`config.mk`:
```
export PLATFORM = sky130hd
export DESIGN_NAME = ours_conv_32_to_oursring_64
export DESIGN_NICKNAME = d
export VERILOG_FILES = /design/src/rtl/pygmy_intf_typedef.sv /design/src/rtl/pygmy_typedef.sv /design/src/rtl/ours_lane_fifo.sv /design/src/rtl/ours_conv_32_to_oursring_64.sv
export SDC_FILE = /design/constraint.sdc
export NUM_CORES = 1
export LEC_CHECK = 0
export CELL_PAD_IN_SITES_DETAIL_PLACEMENT = 2
export CELL_PAD_IN_SITES_GLOBAL_PLACEMENT = 2
export CORE_AREA = 2 2 196 198
export CTS_CLUSTER_DIAMETER = 50
export DETAILED_ROUTE_END_ITERATION = 7
export DIE_AREA = 0 0 198 200
export HOLD_SLACK_MARGIN = 0.12
export PLACE_DENSITY = 0.78
export SLEW_MARGIN = 40
export SYNTH_ARGS = -nofsm -noshare
export SYNTH_HDL_FRONTEND = slang
export SYNTH_SLANG_ARGS = --single-unit
```
`constraint.sdc`:
```
create_clock -name clk -period 2.14 [get_ports clk]
set_input_delay 0.428 -clock clk [delete_from_list [all_inputs] [get_ports clk]]
set_output_delay 0.428 -clock clk [all_outputs]
set_load 0.03 [all_outputs]
```
`src/rtl/pygmy_intf_typedef.sv`:
```
// Oursring channel payload types shared by every ring master and slave.
package pygmy_intf_typedef;

    typedef struct packed {
        logic [11:0] awid;
        logic [39:0] awaddr;
    } oursring_req_if_aw_t;

    typedef struct packed {
        logic [63:0] wdata;
        logic [7:0]  wstrb;
        logic        wlast;
    } oursring_req_if_w_t;

    typedef struct packed {
        logic [11:0] arid;
        logic [39:0] araddr;
    } oursring_req_if_ar_t;

    typedef struct packed {
        logic [11:0] rid;
        logic [63:0] rdata;
        logic [1:0]  rresp;
        logic        rlast;
    } oursring_resp_if_r_t;

    typedef struct packed {
        logic [11:0] bid;
        logic [1:0]  bresp;
    } oursring_resp_if_b_t;

endpackage

```
`src/rtl/pygmy_typedef.sv`:
```
// Common enums, response codes and request checks for the pygmy bridges.
package pygmy_typedef;

    typedef enum logic [1:0] {
        WR_IDLE  = 2'd0,
        WR_ISSUE = 2'd1,
        WR_ERR   = 2'd2
    } wr_state_e;

    localparam logic [1:0] AXI_RESP_OKAY   = 2'b00;
    localparam logic [1:0] AXI_RESP_SLVERR = 2'b10;

    // The ring only carries single beats of at most 32 bits.
    function automatic logic req_legal(input logic [3:0] len, input logic [2:0] size);
        return (len == 4'd0) && (size <= 3'd2);
    endfunction

endpackage

```
`src/rtl/ours_lane_fifo.sv`:
```
// 1-bit tag FIFO remembering which 32-bit lane each in-flight ring read targets.
module ours_lane_fifo #(
    parameter int DEPTH = 4
) (
    input  logic clk,
    input  logic rstn,
    input  logic push,
    input  logic din,
    input  logic pop,
    output logic dout,
    output logic full,
    output logic empty
);

    localparam int AW = $clog2(DEPTH);
    localparam logic [AW:0] PTR_ONE = {{AW{1'b0}}, 1'b1};

    logic [DEPTH-1:0] mem;
    logic [AW:0]      wr_ptr;
    logic [AW:0]      rd_ptr;

    always_ff @(posedge clk or negedge rstn) begin
        if (!rstn) begin
            wr_ptr <= '0;
            rd_ptr <= '0;
        end else begin
            if (push) wr_ptr <= wr_ptr + PTR_ONE;
            if (pop)  rd_ptr <= rd_ptr + PTR_ONE;
        end
    end

    always_ff @(posedge clk) begin
        if (push) mem[wr_ptr[AW-1:0]] <= din;
    end

    // Extra pointer bit tells a full ring of entries from an empty one.
    assign empty = (wr_ptr == rd_ptr);
    assign full  = (wr_ptr[AW] != rd_ptr[AW]) && (wr_ptr[AW-1:0] == rd_ptr[AW-1:0]);
    assign dout  = mem[rd_ptr[AW-1:0]];

endmodule

```
`src/rtl/ours_conv_32_to_oursring_64.sv`:
```
// Bridges a 32-bit single-beat AXI initiator onto the 64-bit oursring request/response ports.
// Handshakes: a transfer happens on a rising edge where valid and ready are both high; valid never waits on ready.
module ours_conv_32_to_oursring_64
    import pygmy_typedef::*;
    import pygmy_intf_typedef::*;
#(
    parameter int RD_OUTSTANDING = 4,
    parameter int WR_OUTSTANDING = 4
) (
    input  logic                clk,
    input  logic                rstn,
    input  logic                s_awvalid,
    output logic                s_awready,
    input  logic [11:0]         s_awid,
    input  logic [39:0]         s_awaddr,
    input  logic [3:0]          s_awlen,
    input  logic [2:0]          s_awsize,
    input  logic                s_wvalid,
    output logic                s_wready,
    input  logic [31:0]         s_wdata,
    input  logic [3:0]          s_wstrb,
    input  logic                s_wlast,
    output logic                s_bvalid,
    input  logic                s_bready,
    output logic [11:0]         s_bid,
    output logic [1:0]          s_bresp,
    input  logic                s_arvalid,
    output logic                s_arready,
    input  logic [11:0]         s_arid,
    input  logic [39:0]         s_araddr,
    input  logic [3:0]          s_arlen,
    input  logic [2:0]          s_arsize,
    output logic                s_rvalid,
    input  logic                s_rready,
    output logic [11:0]         s_rid,
    output logic [31:0]         s_rdata,
    output logic [1:0]          s_rresp,
    output logic                s_rlast,
    output logic                or_req_if_awvalid,
    input  logic                or_req_if_awready,
    output oursring_req_if_aw_t or_req_if_aw,
    output logic                or_req_if_wvalid,
    input  logic                or_req_if_wready,
    output oursring_req_if_w_t  or_req_if_w,
    output logic                or_req_if_arvalid,
    input  logic                or_req_if_arready,
    output oursring_req_if_ar_t or_req_if_ar,
    input  logic                or_resp_if_rvalid,
    output logic                or_resp_if_rready,
    input  oursring_resp_if_r_t or_resp_if_r,
    input  logic                or_resp_if_bvalid,
    output logic                or_resp_if_bready,
    input  oursring_resp_if_b_t or_resp_if_b,
    output logic                err_unexp,
    output logic [1:0]          dbg_wr_state
);

    localparam int WCW = $clog2(WR_OUTSTANDING + 1);
    localparam logic [WCW-1:0] WR_MAX  = WCW'(WR_OUTSTANDING);
    localparam logic [WCW-1:0] WCNT_ONE = WCW'(1);

    wr_state_e      wr_state;
    logic           live;
    logic           aw_held, w_held, aw_pend, w_pend;
    logic [11:0]    aw_id;
    logic [39:0]    aw_addr;
    logic [3:0]     aw_len;
    logic [2:0]     aw_size;
    logic [31:0]    w_data;
    logic [3:0]     w_strb;
    logic [WCW-1:0] wr_cnt;
    logic           ar_held;
    logic [11:0]    ar_id;
    logic [39:0]    ar_addr;
    logic [3:0]     ar_len;
    logic [2:0]     ar_size;
    logic           fifo_full, fifo_empty, lane_head;
    logic           unused_wlast;

    // live holds every ready low until the first edge after reset is released.
    logic wr_zero, err_b_sel, ring_aw_hs, ring_w_hs, ring_b_dec, unexp_b;
    logic ar_legal, err_r_sel, ring_ar_hs, ring_r_pop, unexp_r;

    assign unused_wlast = s_wlast;
    assign dbg_wr_state = wr_state;

    assign wr_zero    = (wr_cnt == '0);
    assign s_awready  = live && (wr_state == WR_IDLE) && !aw_held;
    assign s_wready   = live && (wr_state == WR_IDLE) && !w_held;

    assign or_req_if_awvalid = aw_pend;
    assign or_req_if_wvalid  = w_pend;
    assign or_req_if_aw      = '{awid: aw_id, awaddr: aw_addr};
    assign or_req_if_w       = '{wdata: {w_data, w_data},
                                 wstrb: aw_addr[2] ? {w_strb, 4'h0} : {4'h0, w_strb},
                                 wlast: 1'b1};
    assign ring_aw_hs = aw_pend && or_req_if_awready;
    assign ring_w_hs  = w_pend && or_req_if_wready;

    // The local error response is only presented once all ring writes have drained.
    assign err_b_sel         = (wr_state == WR_ERR) && wr_zero;
    assign s_bvalid          = err_b_sel || (or_resp_if_bvalid && !wr_zero);
    assign s_bid             = err_b_sel ? aw_id : or_resp_if_b.bid;
    assign s_bresp           = err_b_sel ? AXI_RESP_SLVERR : or_resp_if_b.bresp;
    assign or_resp_if_bready = live && (wr_zero || s_bready);
    assign ring_b_dec        = or_resp_if_bvalid && !wr_zero && s_bready;
    assign unexp_b           = live && or_resp_if_bvalid && wr_zero;

    always_ff @(posedge clk or negedge rstn) begin
        if (!rstn) begin
            wr_state <= WR_IDLE;
            live     <= 1'b0;
            aw_held  <= 1'b0;
            w_held   <= 1'b0;
            aw_pend  <= 1'b0;
            w_pend   <= 1'b0;
            aw_id    <= '0;
            aw_addr  <= '0;
            aw_len   <= '0;
            aw_size  <= '0;
            w_data   <= '0;
            w_strb   <= '0;
        end else begin
            live <= 1'b1;
            if (s_awvalid && s_awready) begin
                aw_held <= 1'b1;
                aw_id   <= s_awid;
                aw_addr <= s_awaddr;
                aw_len  <= s_awlen;
                aw_size <= s_awsize;
            end
            if (s_wvalid && s_wready) begin
                w_held <= 1'b1;
                w_data <= s_wdata;
                w_strb <= s_wstrb;
            end
            case (wr_state)
                WR_IDLE: begin
                    if (aw_held && w_held) begin
                        if (!req_legal(aw_len, aw_size)) begin
                            wr_state <= WR_ERR;
                        end else if (wr_cnt != WR_MAX) begin
                            wr_state <= WR_ISSUE;
                            aw_pend  <= 1'b1;
                            w_pend   <= 1'b1;
                        end
                    end
                end
                WR_ISSUE: begin
                    if (ring_aw_hs) aw_pend <= 1'b0;
                    if (ring_w_hs)  w_pend  <= 1'b0;
                    if ((ring_aw_hs || !aw_pend) && (ring_w_hs || !w_pend)) begin
                        wr_state <= WR_IDLE;
                        aw_held  <= 1'b0;
                        w_held   <= 1'b0;
                    end
                end
                WR_ERR: begin
                    if (err_b_sel && s_bready) begin
                        wr_state <= WR_IDLE;
                        aw_held  <= 1'b0;
                        w_held   <= 1'b0;
                    end
                end
                default: wr_state <= WR_IDLE;
            endcase
        end
    end

    always_ff @(posedge clk or negedge rstn) begin
        if (!rstn) begin
            wr_cnt <= '0;
        end else if (ring_aw_hs && !ring_b_dec) begin
            wr_cnt <= wr_cnt + WCNT_ONE;
        end else if (!ring_aw_hs && ring_b_dec) begin
            wr_cnt <= wr_cnt - WCNT_ONE;
        end
    end

    assign ar_legal          = req_legal(ar_len, ar_size);
    assign s_arready         = live && !ar_held && !fifo_full;
    assign or_req_if_arvalid = ar_held && ar_legal;
    assign or_req_if_ar      = '{arid: ar_id, araddr: ar_addr};
    assign ring_ar_hs        = or_req_if_arvalid && or_req_if_arready;

    // An illegal read answers locally only after earlier ring reads returned, keeping R in order.
    assign err_r_sel         = ar_held && !ar_legal && fifo_empty;
    assign s_rvalid          = err_r_sel || (or_resp_if_rvalid && !fifo_empty);
    assign s_rid             = err_r_sel ? ar_id : or_resp_if_r.rid;
    assign s_rdata           = err_r_sel ? 32'h0 :
                               (lane_head ? or_resp_if_r.rdata[63:32] : or_resp_if_r.rdata[31:0]);
    assign s_rresp           = err_r_sel ? AXI_RESP_SLVERR : or_resp_if_r.rresp;
    assign s_rlast           = err_r_sel ? 1'b1 : or_resp_if_r.rlast;
    assign or_resp_if_rready = live && (fifo_empty || s_rready);
    assign ring_r_pop        = or_resp_if_rvalid && !fifo_empty && s_rready;
    assign unexp_r           = live && or_resp_if_rvalid && fifo_empty;

    always_ff @(posedge clk or negedge rstn) begin
        if (!rstn) begin
            ar_held   <= 1'b0;
            ar_id     <= '0;
            ar_addr   <= '0;
            ar_len    <= '0;
            ar_size   <= '0;
            err_unexp <= 1'b0;
        end else begin
            if (s_arvalid && s_arready) begin
                ar_held <= 1'b1;
                ar_id   <= s_arid;
                ar_addr <= s_araddr;
                ar_len  <= s_arlen;
                ar_size <= s_arsize;
            end else if (ring_ar_hs || (err_r_sel && s_rready)) begin
                ar_held <= 1'b0;
            end
            if (unexp_b || unexp_r) err_unexp <= 1'b1;
        end
    end

    ours_lane_fifo #(
        .DEPTH (RD_OUTSTANDING)
    ) u_lane_fifo (
        .clk   (clk),
        .rstn  (rstn),
        .push  (ring_ar_hs),
        .din   (ar_addr[2]),
        .pop   (ring_r_pop),
        .dout  (lane_head),
        .full  (fifo_full),
        .empty (fifo_empty)
    );

endmodule

```
* Word level (Yosys, flattened, before mapping) *
Index checks and enable logic that the tools add are counted.

storage, ports and cells
  RAM bits = 0
  output and inout port bits = 251
  logic and storage cells = 147
  memories = 0
  input bits = 260
  latch bits = 0
  bits in registers = 176
  ROM bits = 0

operators by class
  reductions and logical operators = 64
  shift operators = 0
  bitwise operators = 0
  equal/unequal tests = 14
  add/sub/neg operators = 4
  order comparisons = 5
  divide/modulo/power cells = 0
  muxes and demuxes = 38
  $mul = 0

operators with widths
  kind                                                                   count
  32-bit 2-to-1 mux                                                      2
  1-bit logical AND                                                      35
  12-bit 2-to-1 mux                                                      2
  1-bit 2-to-1 mux                                                       16
  2-bit 2-to-1 mux                                                       7
  1-bit logical NOT                                                      11
  5-bit AND reduction                                                    2
  3-bit by 1-bit adder with 3-bit output, second input constant          3
  4-bit logical NOT                                                      2
  1-bit logical OR                                                       8
  8-bit 2-to-1 mux                                                       1
  2-bit by 1-bit != test with 1-bit output, second input constant        4
  1-bit one-hot mux with 2 select lines                                  4
  3-bit by 2-bit <= comparator with 1-bit output, second input constant  2
  2-bit by 3-bit < comparator with 1-bit output, second input constant   2
  3-bit 2-to-1 mux                                                       2
  2-bit != test, second input constant                                   3
  2-bit one-hot mux with 3 select lines                                  1
  2-bit nonzero test                                                     3
  4-bit bitwise mux                                                      1
  4-bit AND reduction                                                    1
  3-bit equality test                                                    1
  3-bit logical NOT                                                      1
  3-bit by 2-bit != test with 1-bit output, second input constant        1
  10 further kinds                                                       10

* Depth between registers and ports, before layout *
Gate-level depths: netlist of run 1.

  word-level depth = 9
  mapped depth = 9
  mapped depth without buffers = 8

* By module *
Synthesis of run 1 repeated with hierarchy kept, for this count alone.

unflattened totals
  cell total of the unflattened synthesis = 590
  area, all modules = 8202.9 sq um

modules (own cells, without submodules)
  module                       cells an instance  instances  area an instance (sq um)
  ours_conv_32_to_oursring_64  555                1          7717.4
  ours_lane_fifo               35                 1          485.5

* Worst setup path before layout of run 1 *
No wires, ideal clock.

  path kind = register -> output
  from = register wr_state[0] (netlist: dbg_wr_state[0])
  to = output port s_bresp[0]
  data required time = 1.712 ns
  cell stages (with the launch flop) = 7
  path buffers = 2
  arrival time = 1.792 ns
  path slack = -0.080 ns
  path through = dfrtp_1 > inv_1 > ha_1 > and2_1 > clkbuf_1 > buf_2 > nor2b_1

on the way
  cells in the longest elaborated chain, start to end = 3

RTL lines
  what                    RTL line                            source
  start, declared         ours_conv_32_to_oursring_64.sv:62   wr_state_e wr_state;
  start signal, assigned  ours_conv_32_to_oursring_64.sv:111  wr_state <= WR_IDLE;
  start signal, assigned  ours_conv_32_to_oursring_64.sv:141  wr_state <= WR_ERR;
  start signal, assigned  ours_conv_32_to_oursring_64.sv:143  wr_state <= WR_ISSUE;
  2-bit equality test     ours_conv_32_to_oursring_64.sv:101  assign err_b_sel = (wr_state == WR_ERR) && wr_zero;
  1-bit logical AND       ours_conv_32_to_oursring_64.sv:101
  2-bit 2-to-1 mux        ours_conv_32_to_oursring_64.sv:104  assign s_bresp = err_b_sel ? AXI_RESP_SLVERR : or_resp_if_b.bresp;
  end, declared           ours_conv_32_to_oursring_64.sv:26   output logic [1:0] s_bresp,

Every way passes these cells.

* Worst setup path after layout of run 1 *
  from = register u_lane_fifo.rd_ptr[0]
  to = output port s_rdata[19]

on the way
  cells in the longest elaborated chain, start to end = 4
  elaborated cells between the ends (all ways) = 6
  classes of those cells = 1 x eq/ne; 4 x mux; 1 x reduce/logical

RTL lines
  what                                       RTL line                            source
  start, declared                            ours_lane_fifo.sv:20                logic [AW:0] rd_ptr;
  start signal, assigned                     ours_lane_fifo.sv:28                if (pop) rd_ptr <= rd_ptr + PTR_ONE;
  1-bit binary-select mux with 2-bit select  ours_lane_fifo.sv:39                assign dout = mem[rd_ptr[AW-1:0]];
  1-bit 2-to-1 mux (implied by the code)     ours_lane_fifo.sv:39
  32-bit 2-to-1 mux                          ours_conv_32_to_oursring_64.sv:191  (lane_head ? or_resp_if_r.rdata[63:32] : or_resp_if_r.rdata[31:0]);
  32-bit 2-to-1 mux (*)                      ours_conv_32_to_oursring_64.sv:190  assign s_rdata = err_r_sel ? 32'h0 :
  end, declared                              ours_conv_32_to_oursring_64.sv:36   output logic [31:0] s_rdata,

Every way passes the cells marked *; elsewhere a longest branch is shown, timed or not. The select of a mux whose other input is x is not followed.

==> reports/metrics.csv, run 1 <==
stage;metric;value;unit
timing;Max Clk Rate;361;MHz
logic_synthesis;Warnings, synthesis;0;
clock_network;Clock Pin Slew Worst Setup and Hold Paths;70;ps
logic_synthesis;Post-synth EDFFs;4;
setup_path;required time of the critical path;1710;ps
placement;PortBufs;508;
global_routing;first-pass GRT wire length;52000;um
timing;minimum clock period;2770;ps
setup_path;critical-path maximum fanout;8;
setup_path;Setup crit end kind;primary output;
timing;Final Cycle Share;129;%
clock_network;CTS buffer count;17;
floorplanning;core area;37400;um^2
drt;Iter 0 DRT Violations;179;
global_routing;grt ovf;0;
logic_synthesis;Avg Cell Area, Syn;14.3;um^2
clock_network;worst-skew pair later-pin latency;440;ps
timing;Finish-stage setup viols;67;
global_routing;initial antenna violation count;0;
drt;vias per cell;4.21;
clock_network;htree depth;4;
floorplanning;initial cell density of the core;22.9;%
floorplanning;I/O pin cnt;511;
setup_path;FF-to-FF End;wr_cnt[2];
layout;most frequent cells in the layout;clkdlybuf4s50_1, dfrtp_1, mux2_2;
timing;RSZ-0062 raised after global routing;true;
setup_path;R2R setup slack;-30;ps
logic_synthesis;ys flop type;dfrtp_1;
drt;DR WL/cell;21.5;um
layout;most common cell after layout, fill and taps aside;clkdlybuf4s50_1;
run;Max Cap Viol;0;
drt;First-pass DRT Iterations;4;
logic_synthesis;#FFs+latches synth;176;
floorplanning;Die ar.;39600;um^2
placement;RD Place Congestion;0.744;
placement;DP Wirelength;25800;um
layout;area delta synth->final;86.3;%
clock_network;CTS sink cnt;176;
setup_path;Critical Path AT;2340;ps
logic_synthesis;count of different cell masters after synthesis;51;
setup_path;R2R Path Start;wr_cnt[1];
timing;Hold WS;509;ps
setup_path;Reg2Reg Depth;9;
drt;# DRC;0;
drt;Post-DRT Antenna Nets;0;
floorplanning;chip width;198;um
drt;WL final;36200;um
logic_synthesis;ys async rst share;97.7;%
timing;final setup margin;-631;ps
power_and_ir_drop;Lkg Pwr;6.77;nW
placement;worst slack, placed;-549;ps
floorplanning;die height;200;um
floorplanning;num rows;71;
power_and_ir_drop;Worst VDD drop;0.738;mV
drt;DR vias;7073;
clock_network;TritonCTS clock tree;built;
clock_network;root buffer cell;clkbuf_16;
status;status;finished with violations;
global_routing;GRT Resource Usage Total;17.9;%
clock_network;clock buffer depth;2;
timing;Slew Limit Fails;0;
layout;share of cells above drive strength 1;39.2;%
global_routing;vias in the first global route;8197;
layout;# nets final;1427;
timing;Setup TNS;-30470;ps
setup_path;CP Class;reg2out;
setup_path;Startpoint Class;flop;
power_and_ir_drop;Power Density;1650;nW/um^2
min_path;Worst Hold Class;in2async;
logic_synthesis;Mapped Cells;598;
status;failing checks;negative setup slack;
logic_synthesis;synthesized area;8560;um^2
timing;final hold vios;0;
logic_synthesis;register area share after synthesis;51.7;%
global_routing;largest net degree at the start of global routing;51;
timing;Clock Skew;9.59;ps
where the power goes:
part           total, mW  internal (mW)  switching, mW  leakage (nW)
combinational       16.6           8.09           8.56          4.40
sequential          6.26           4.99           1.28          2.06
clock               3.40           1.93           1.47         0.311
worst max-delay path by stage:
stage                                     start          end  slack [ps]  cells after the start
after floorplan                      ar_size[1]  s_rdata[15]         -80                      6
after global placement    u_lane_fifo.wr_ptr[2]    s_rid[11]        -380                      6
after detailed placement  u_lane_fifo.wr_ptr[2]    s_rid[11]        -550                      6
after CTS                            ar_size[0]  s_rdata[30]        -600                      9
after global routing      u_lane_fifo.rd_ptr[0]  s_rdata[19]        -700                      6
final                     u_lane_fifo.rd_ptr[0]  s_rdata[19]        -630                      6
synthesized netlist by cell type (2+ instances only):
cell / instances / area share [%]
inv_1: 7 / 0.31
xor2_1: 4 / 0.41
buf_12: 7 / 1.6
a21oi_1: 5 / 0.29
nor2_1: 35 / 1.5
mux2_2: 112 / 15
buf_2: 13 / 0.76
buf_4: 36 / 3.2
nor2_2: 2 / 0.15
nand3b_1: 2 / 0.18
nor2b_1: 10 / 0.73
xnor2_2: 2 / 0.38
nand4_1: 2 / 0.15
and2_1: 12 / 0.88
nand2_1: 6 / 0.26
edfxtp_1: 4 / 1.4
and3_1: 3 / 0.22
a211o_1: 2 / 0.20
a22o_1: 2 / 0.20
a31oi_1: 2 / 0.15
a21o_1: 2 / 0.18
dfrtp_1: 172 / 50
xnor2_1: 4 / 0.41
buf_6: 5 / 0.66
mux2i_1: 32 / 3.7
nor3_1: 3 / 0.18
mux2_4: 70 / 12
nand3_1: 5 / 0.29
o21ai_0: 3 / 0.18
a21boi_0: 2 / 0.18
ha_1: 9 / 1.3
or2_2: 4 / 0.29
repair_timing:
action                                  4_1_cts  5_1_grt
hold buffers                                  1        0
endpoints found under the hold margin        40        0
gates cloned                                  7        0
resized for setup                           285       54
endpoints found under the setup margin       80       71
pin swaps                                    24       23
buffers inserted                             29       16
stage by stage:
stage          util (%)  instance area (um^2)  cells  total power, mW
2_1_floorplan         -                  8600    599             15.0
3_3_place_gp       38.0                 14200   1610             20.8
3_5_place_dp       38.0                 14200   1610             21.2
4_1_cts            42.0                 15700   1676             26.1
5_1_grt            42.7                 16000   1681             27.6
6_report           42.7                 16000   1682             26.3
metal layers:
metal | track usage [%] | vias up | share of wire [%]
met2 | 33.7 | 266 | 55
met5 | 0 | - | 0
met1 | 19.0 | 3607 | 37
met4 | 6.88 | 0 | 2.4
met3 | 4.69 | 36 | 6.2
li1 | - | 3164 | -
sequential cells by signal, indices dropped and copies added, names as in the netlist, 12 cells and up:
name and flops:
w_data 32, aw_addr 40, ar_id 12, ar_addr 40
aw_id 12
logic make-up after synthesis:
logic type / after synthesis / synth area share, %
adder cells (fa/ha/maj): 10 / 1.55
XOR/XNOR: 10 / 1.20
AO/OA/AOI/OAI: 24 / 1.93
multiplexers: 215 / 31.0
flip-flops: 176 / 51.7
AND/OR/NAND/NOR: 93 / 6.06
other: 1 / 0.0438
buffers and inverters: 69 / 6.56
critical path, stage by stage (launching register included):
cell and delay (ps):
dfrtp_1 420, buf_6 130, mux4_2 630, buf_12 210
mux2i_1 140, nor2_1 170, buf_4 190
cell type report:
| cell class | count | area, um^2 |
|---|---|---|
| fillers | 3713 | 21400 |
| repair buffers | 601 | 6170 |
| flip-flops and latches | 176 | 4430 |
| multi-input cells | 354 | 4060 |
| well taps | 511 | 639 |
| clock buffers | 18 | 450 |
| clock inverters | 14 | 178 |
| inverters | 7 | 26.3 |
| diodes | 1 | 2.50 |
No activity file was read; power rests on OpenSTA's default activity.
==> run 2, diff against run 1 <==
- CELL_PAD_IN_SITES_DETAIL_PLACEMENT: 2 -> not set
- CELL_PAD_IN_SITES_GLOBAL_PLACEMENT: 2 -> not set
- CORE_AREA: 2 2 196 198 -> 2 2 199 201
- DIE_AREA: 0 0 198 200 -> 0 0 201 203
- PLACE_DENSITY: 0.78 -> 0.49
==> reports/metrics.csv, run 2 (synthesis gave the netlist of run 1 again) <==
stage;metric;value;unit
status;status;finished with violations;
status;failing checks;negative setup slack;
drt;# DRC;0;
timing;Hold WS;502;ps
drt;WL final;30100;um
layout;fin area;15500;um^2
setup_path;R2R setup slack;80;ps
setup_path;critical-path maximum fanout;6;
setup_path;critical path's slowest cell;mux4_2;
placement;worst slack, placed;-383;ps
layout;most frequent cells in the layout;clkdlybuf4s50_1, dfrtp_1, mux2_2;
timing;final setup margin;-615;ps
drt;First-pass DRT Iterations;4;
layout;share of cells above drive strength 1;35.8;%
placement;DP Wirelength;23000;um
min_path;Worst Hold Class;reg2reg;
clock_network;CTS buffer count;17;
global_routing;initial antenna violation count;0;
global_routing;largest net degree at the start of global routing;50;
layout;most common cell after layout, fill and taps aside;clkdlybuf4s50_1;
placement;placed cells;1616;
floorplanning;core area;38500;um^2
timing;Finish-stage setup viols;63;
timing;Final Cycle Share;129;%
setup_path;Critical Path AT;2330;ps
power_and_ir_drop;Tot Pwr;25.1;mW
floorplanning;initial cell density of the core;22.3;%
setup_path;critical path capture point;s_rdata[13];
setup_path;Startpoint Class;flop;
layout;Antenna diodes;0;
timing;Max Clk Rate;363;MHz
clock_network;CTS sink cnt;176;
floorplanning;chip width;201;um
setup_path;crit path from;u_lane_fifo.rd_ptr[0];
layout;Layout Cells excl Fill;1669;
setup_path;Reg2Reg Depth;9;
timing;RSZ-0062 raised after global routing;true;
clock_network;htree depth;4;
setup_path;Worst path depth;7;
drt;DR WL/cell;18.0;um
clock_network;worst-skew pair later-pin latency;440;ps
timing;Clock Skew;10.4;ps
timing;minimum clock period;2750;ps
power_and_ir_drop;Worst VDD drop;0.762;mV
drt;vias per cell;4.03;
placement;PortBufs;508;
setup_path;CP top delay family;multiplexers;
global_routing;first-pass GRT wire length;45200;um
layout;area delta synth->final;81.4;%
floorplanning;Die ar.;40800;um^2
clock_network;TritonCTS clock tree;built;
floorplanning;num rows;72;
layout;fillers;3708;
drt;Post-DRT Antenna Nets;0;
drt;Iter 0 DRT Violations;243;
floorplanning;I/O pin cnt;511;
clock_network;clock buffer depth;2;
global_routing;grt ovf;0;
power_and_ir_drop;Lkg Pwr;6.64;nW
placement;RD Place Congestion;0.814;
floorplanning;die height;203;um
global_routing;vias in the first global route;7333;
clock_network;Clock Pin Slew Worst Setup and Hold Paths;70;ps
drt;DR vias;6719;
setup_path;CP Class;reg2out;
global_routing;GRT Resource Usage Total;14.6;%
layout;# nets final;1408;
setup_path;CP cell instances;buf_6 > mux4_2 > buf_12 > clkbuf_16 > mux2i_1 > nor2_2 > buf_4;
setup_path;FF-to-FF End;wr_cnt[2];
setup_path;Setup crit end kind;primary output;
run;Max Cap Viol;0;
placement;dpl cell area;14400;um^2
timing;final hold vios;0;
clock_network;root buffer cell;clkbuf_16;
layout;largest registers;ar_addr (40), aw_addr (40), w_data (32);
timing;Slew Limit Fails;0;
power_and_ir_drop;Power Density;1620;nW/um^2
setup_path;delay of the slowest critical-path stage;550;ps
setup_path;R2R Path Start;wr_cnt[0];
setup_path;required time of the critical path;1710;ps
setup_path;CP bufs+invs;4;
[run 2: cell count changes in the layout (fill, tap and decap cells not counted), moves of 3 or more]
| cell | before | now |
|---|---|---|
| clkdlybuf4s15_2 | 0 | 11 |
| buf_4 | 69 | 62 |
| clkinv_2 | 4 | 1 |
| buf_12 | 14 | 24 |
| buf_6 | 71 | 42 |
| mux2i_4 | 10 | 0 |
| nor2_4 | 15 | 5 |
| mux2i_1 | 13 | 28 |
| buf_16 | 6 | 1 |
| clkinvlp_4 | 1 | 4 |
| nor2_1 | 10 | 19 |
| mux2i_2 | 9 | 4 |
[run 2: worst min path at each step]
| stage | slack [ps] | from | to | depth (start not counted) |
|---|---|---|---|---|
| after global placement | 430 | rstn | aw_id[3] | 1 |
| after CTS | 490 | rstn | aw_id[6] | 2 |
| after global routing | 520 | rstn | aw_id[6] | 2 |
| after detailed placement | 430 | rstn | aw_id[6] | 1 |
| final | 500 | aw_addr[1] | aw_addr[1] | 1 |
| after floorplan | 130 | rstn | ar_addr[0] | 0 |
[run 2: routing by layer]
metal	GRT usage [%]	wire length [um]
met2	26.7	16100
met4	3.39	294
met3	5.17	2180
met1	16.1	11600
met5	0	0
[run 2: timing repair]
item / in CTS / in global routing
hold buffers: 1 / 0
cloned: 2 / 2
pin swaps: 4 / 11
resized for setup: 201 / 26
buffers inserted: 11 / 12
hold endpoints to repair: 43 / 0
setup endpoints to repair: 77 / 71
[run 2: per-stage QoR]
stage,util [%],TNS (ps)
after floorplan,-,-1580
after global placement,37.3,-10770
after detailed placement,37.3,-11800
after CTS,40.0,-30500
after global routing,40.4,-33190
final,40.4,-26140
[run 2: where the power goes]
group	internal [mW]	leakage, nW	switching, mW
logic	7.76	4.30	7.97
clock network	1.74	0.274	1.45
registers	4.99	2.06	1.17
[run 2: cell type report]
class	instances	area [um^2]	area share [%]
Clock inverter	13	153	0.983
Timing Repair Buffer	582	6030	38.8
Clock buffer	19	433	2.79
Tap cell	518	648	4.17
Sequential cell	176	4430	28.5
Inverter	7	28.8	0.185
Multi-Input combinational cell	354	3820	24.6
[run 2: worst register-to-register path, cell delays in order (launching register included)]
cell,delay [ps]
dfrtp_1,400
buf_6,140
or3_4,380
nand3_2,90
ha_2,170
inv_1,50
fa_2,330
xor2_1,170
nor2_1,120
xor2_1,140
==> run 3, diff against run 2 <==
- GPL_TIMING_DRIVEN: not set -> 0
==> reports/metrics.csv, run 3 (synthesis gave the netlist of run 1 again) <==
stage;metric;value;unit
status;status;finished with violations;
status;failing checks;negative setup slack;
setup_path;CP cell instances;mux4_2 > buf_12 > buf_12 > mux2i_1 > nor2_1 > buf_4;
timing;RSZ-0062 raised after global routing;true;
drt;DR vias;6817;
power_and_ir_drop;Lkg Pwr;6.77;nW
clock_network;TritonCTS clock tree;built;
power_and_ir_drop;Tot Pwr;25.5;mW
setup_path;delay of the slowest critical-path stage;550;ps
timing;Slew Limit Fails;0;
layout;share of cells above drive strength 1;37.0;%
timing;final setup margin;-495;ps
min_path;Worst Hold Class;in2async;
drt;vias per cell;4.02;
layout;largest registers;ar_addr (40), aw_addr (40), w_data (32);
global_routing;GRT Resource Usage Total;15.2;%
global_routing;largest net degree at the start of global routing;68;
placement;DP Wirelength;24000;um
timing;Setup TNS;-23040;ps
timing;minimum clock period;2630;ps
global_routing;first-pass GRT wire length;46600;um
setup_path;CP Class;reg2out;
floorplanning;Die ar.;40800;um^2
timing;Clock Skew;10.4;ps
setup_path;R2R setup slack;40;ps
setup_path;R2R Path Start;wr_cnt[2];
floorplanning;core area;38500;um^2
clock_network;CTS sink cnt;176;
drt;Post-DRT Antenna Nets;0;
placement;placed cells;1627;
setup_path;Startpoint Class;flop;
global_routing;grt ovf;0;
floorplanning;die height;203;um
global_routing;vias in the first global route;7421;
clock_network;clock buffer depth;2;
drt;DR WL/cell;18.3;um
setup_path;CP most frequent cell;buf_12;
drt;WL final;31000;um
timing;Finish-stage setup viols;67;
setup_path;Setup crit end kind;primary output;
global_routing;met1 usage;16.5;%
layout;area delta synth->final;83.4;%
clock_network;worst-skew pair later-pin latency;450;ps
power_and_ir_drop;Worst VDD drop;0.650;mV
placement;RD Place Congestion;0.834;
placement;PortBufs;508;
clock_network;CTS buffer count;17;
floorplanning;chip width;201;um
drt;Iter 0 DRT Violations;199;
layout;most common cell after layout, fill and taps aside;clkdlybuf4s50_1;
layout;Layout Cells excl Fill;1697;
global_routing;Global Route met3 Usage;5.75;%
clock_network;Clock Pin Slew Worst Setup and Hold Paths;60;ps
setup_path;Critical Path AT;2210;ps
layout;# nets final;1437;
setup_path;critical path's slowest cell;mux4_2;
setup_path;Reg2Reg Depth;9;
global_routing;Most Crowded Layer GR;met2;
setup_path;FF-to-FF End;wr_cnt[2];
timing;Max Clk Rate;380;MHz
timing;final hold vios;0;
timing;Hold WS;458;ps
floorplanning;initial cell density of the core;22.3;%
setup_path;critical-path maximum fanout;10;
floorplanning;I/O pin cnt;511;
drt;# DRC;0;
global_routing;M2 GR Usage;27.2;%
setup_path;CP bufs+invs;3;
setup_path;CP top delay family;multiplexers;
power_and_ir_drop;Power Density;1620;nW/um^2
drt;First-pass DRT Iterations;4;
layout;most frequent cells in the layout;clkdlybuf4s50_1, dfrtp_1, mux2_2;
placement;worst slack, placed;-896;ps
clock_network;root buffer cell;clkbuf_16;
setup_path;required time of the critical path;1710;ps
timing;Final Cycle Share;123;%
floorplanning;num rows;72;
global_routing;initial antenna violation count;1;
run;Max Cap Viol;0;
clock_network;htree depth;4;
## run 3: changes by cell type in the layout (fill, tap and decap cells not counted), moves of 4 or more
cell	previous run	this run
buf_8	0	8
buf_2	0	5
clkdlybuf4s15_2	11	0
buf_16	1	5
buf_6	42	64
dfrtp_2	1	6
buf_4	62	80
nor2_1	19	24
dfrtp_1	171	166
buf_12	24	10
## run 3: worst register-to-register path: cells and delay by family (launching register included)
family	cells	cell delay [ps]
simple gates	3	640
fa+ha+maj	2	510
flops	1	420
xor+xnor	2	300
buf+inv	2	170
## run 3: worst max path at each step
stage | from | endpoint | slack (ps) | cells after the start
4_1_cts | u_lane_fifo.wr_ptr[1] | s_rid[2] | -550 | 7
2_1_floorplan | ar_size[1] | s_rdata[15] | -80 | 6
3_5_place_dp | u_lane_fifo.rd_ptr[0] | s_rdata[9] | -900 | 7
5_1_grt | u_lane_fifo.rd_ptr[0] | s_rdata[5] | -600 | 6
6_report | u_lane_fifo.rd_ptr[0] | s_rdata[20] | -490 | 6
3_3_place_gp | rstn | dbg_wr_state[0] | -8020 | 1
## run 3: area by class of cell
cell class	count	area, um^2
inverters	7	26.3
plain buffers	59	583
multi-input cells	354	3830
repair buffers	552	5610
clock inverters	10	139
flip-flops and latches	176	4430
diodes	1	2.50
well taps	518	648
clock buffers	20	437
fillers	3706	22800
## run 3: routing by layer
layer	routed length [um]	part of all wire, %
met5	0	0
met4	688	2.2
met3	2430	7.8
met2	16200	52
met1	11700	38
## run 3: what timing repair did
item                                    4_1_cts  5_1_grt
buffers inserted                             31       10
endpoints found under the setup margin      134      113
gates resized for setup                     556       28
hold endpoints to repair                     39        0
gates cloned                                  4        0
pin swaps                                    15       17
hold buffers                                  1        0
## run 3: through the flow
step / util [%] / instance area, um^2
floorplan: - / 8600
global placement: 37.3 / 14300
detailed placement: 37.4 / 14400
CTS: 40.6 / 15600
global route: 40.8 / 15700
finish: 40.8 / 15700
## run 3: where the power goes
part           internal, mW  switching (mW)  total, mW
Clock                  1.82            1.38       3.21
Combinational          8.03            8.02       16.0
Sequential             5.00            1.25       6.25
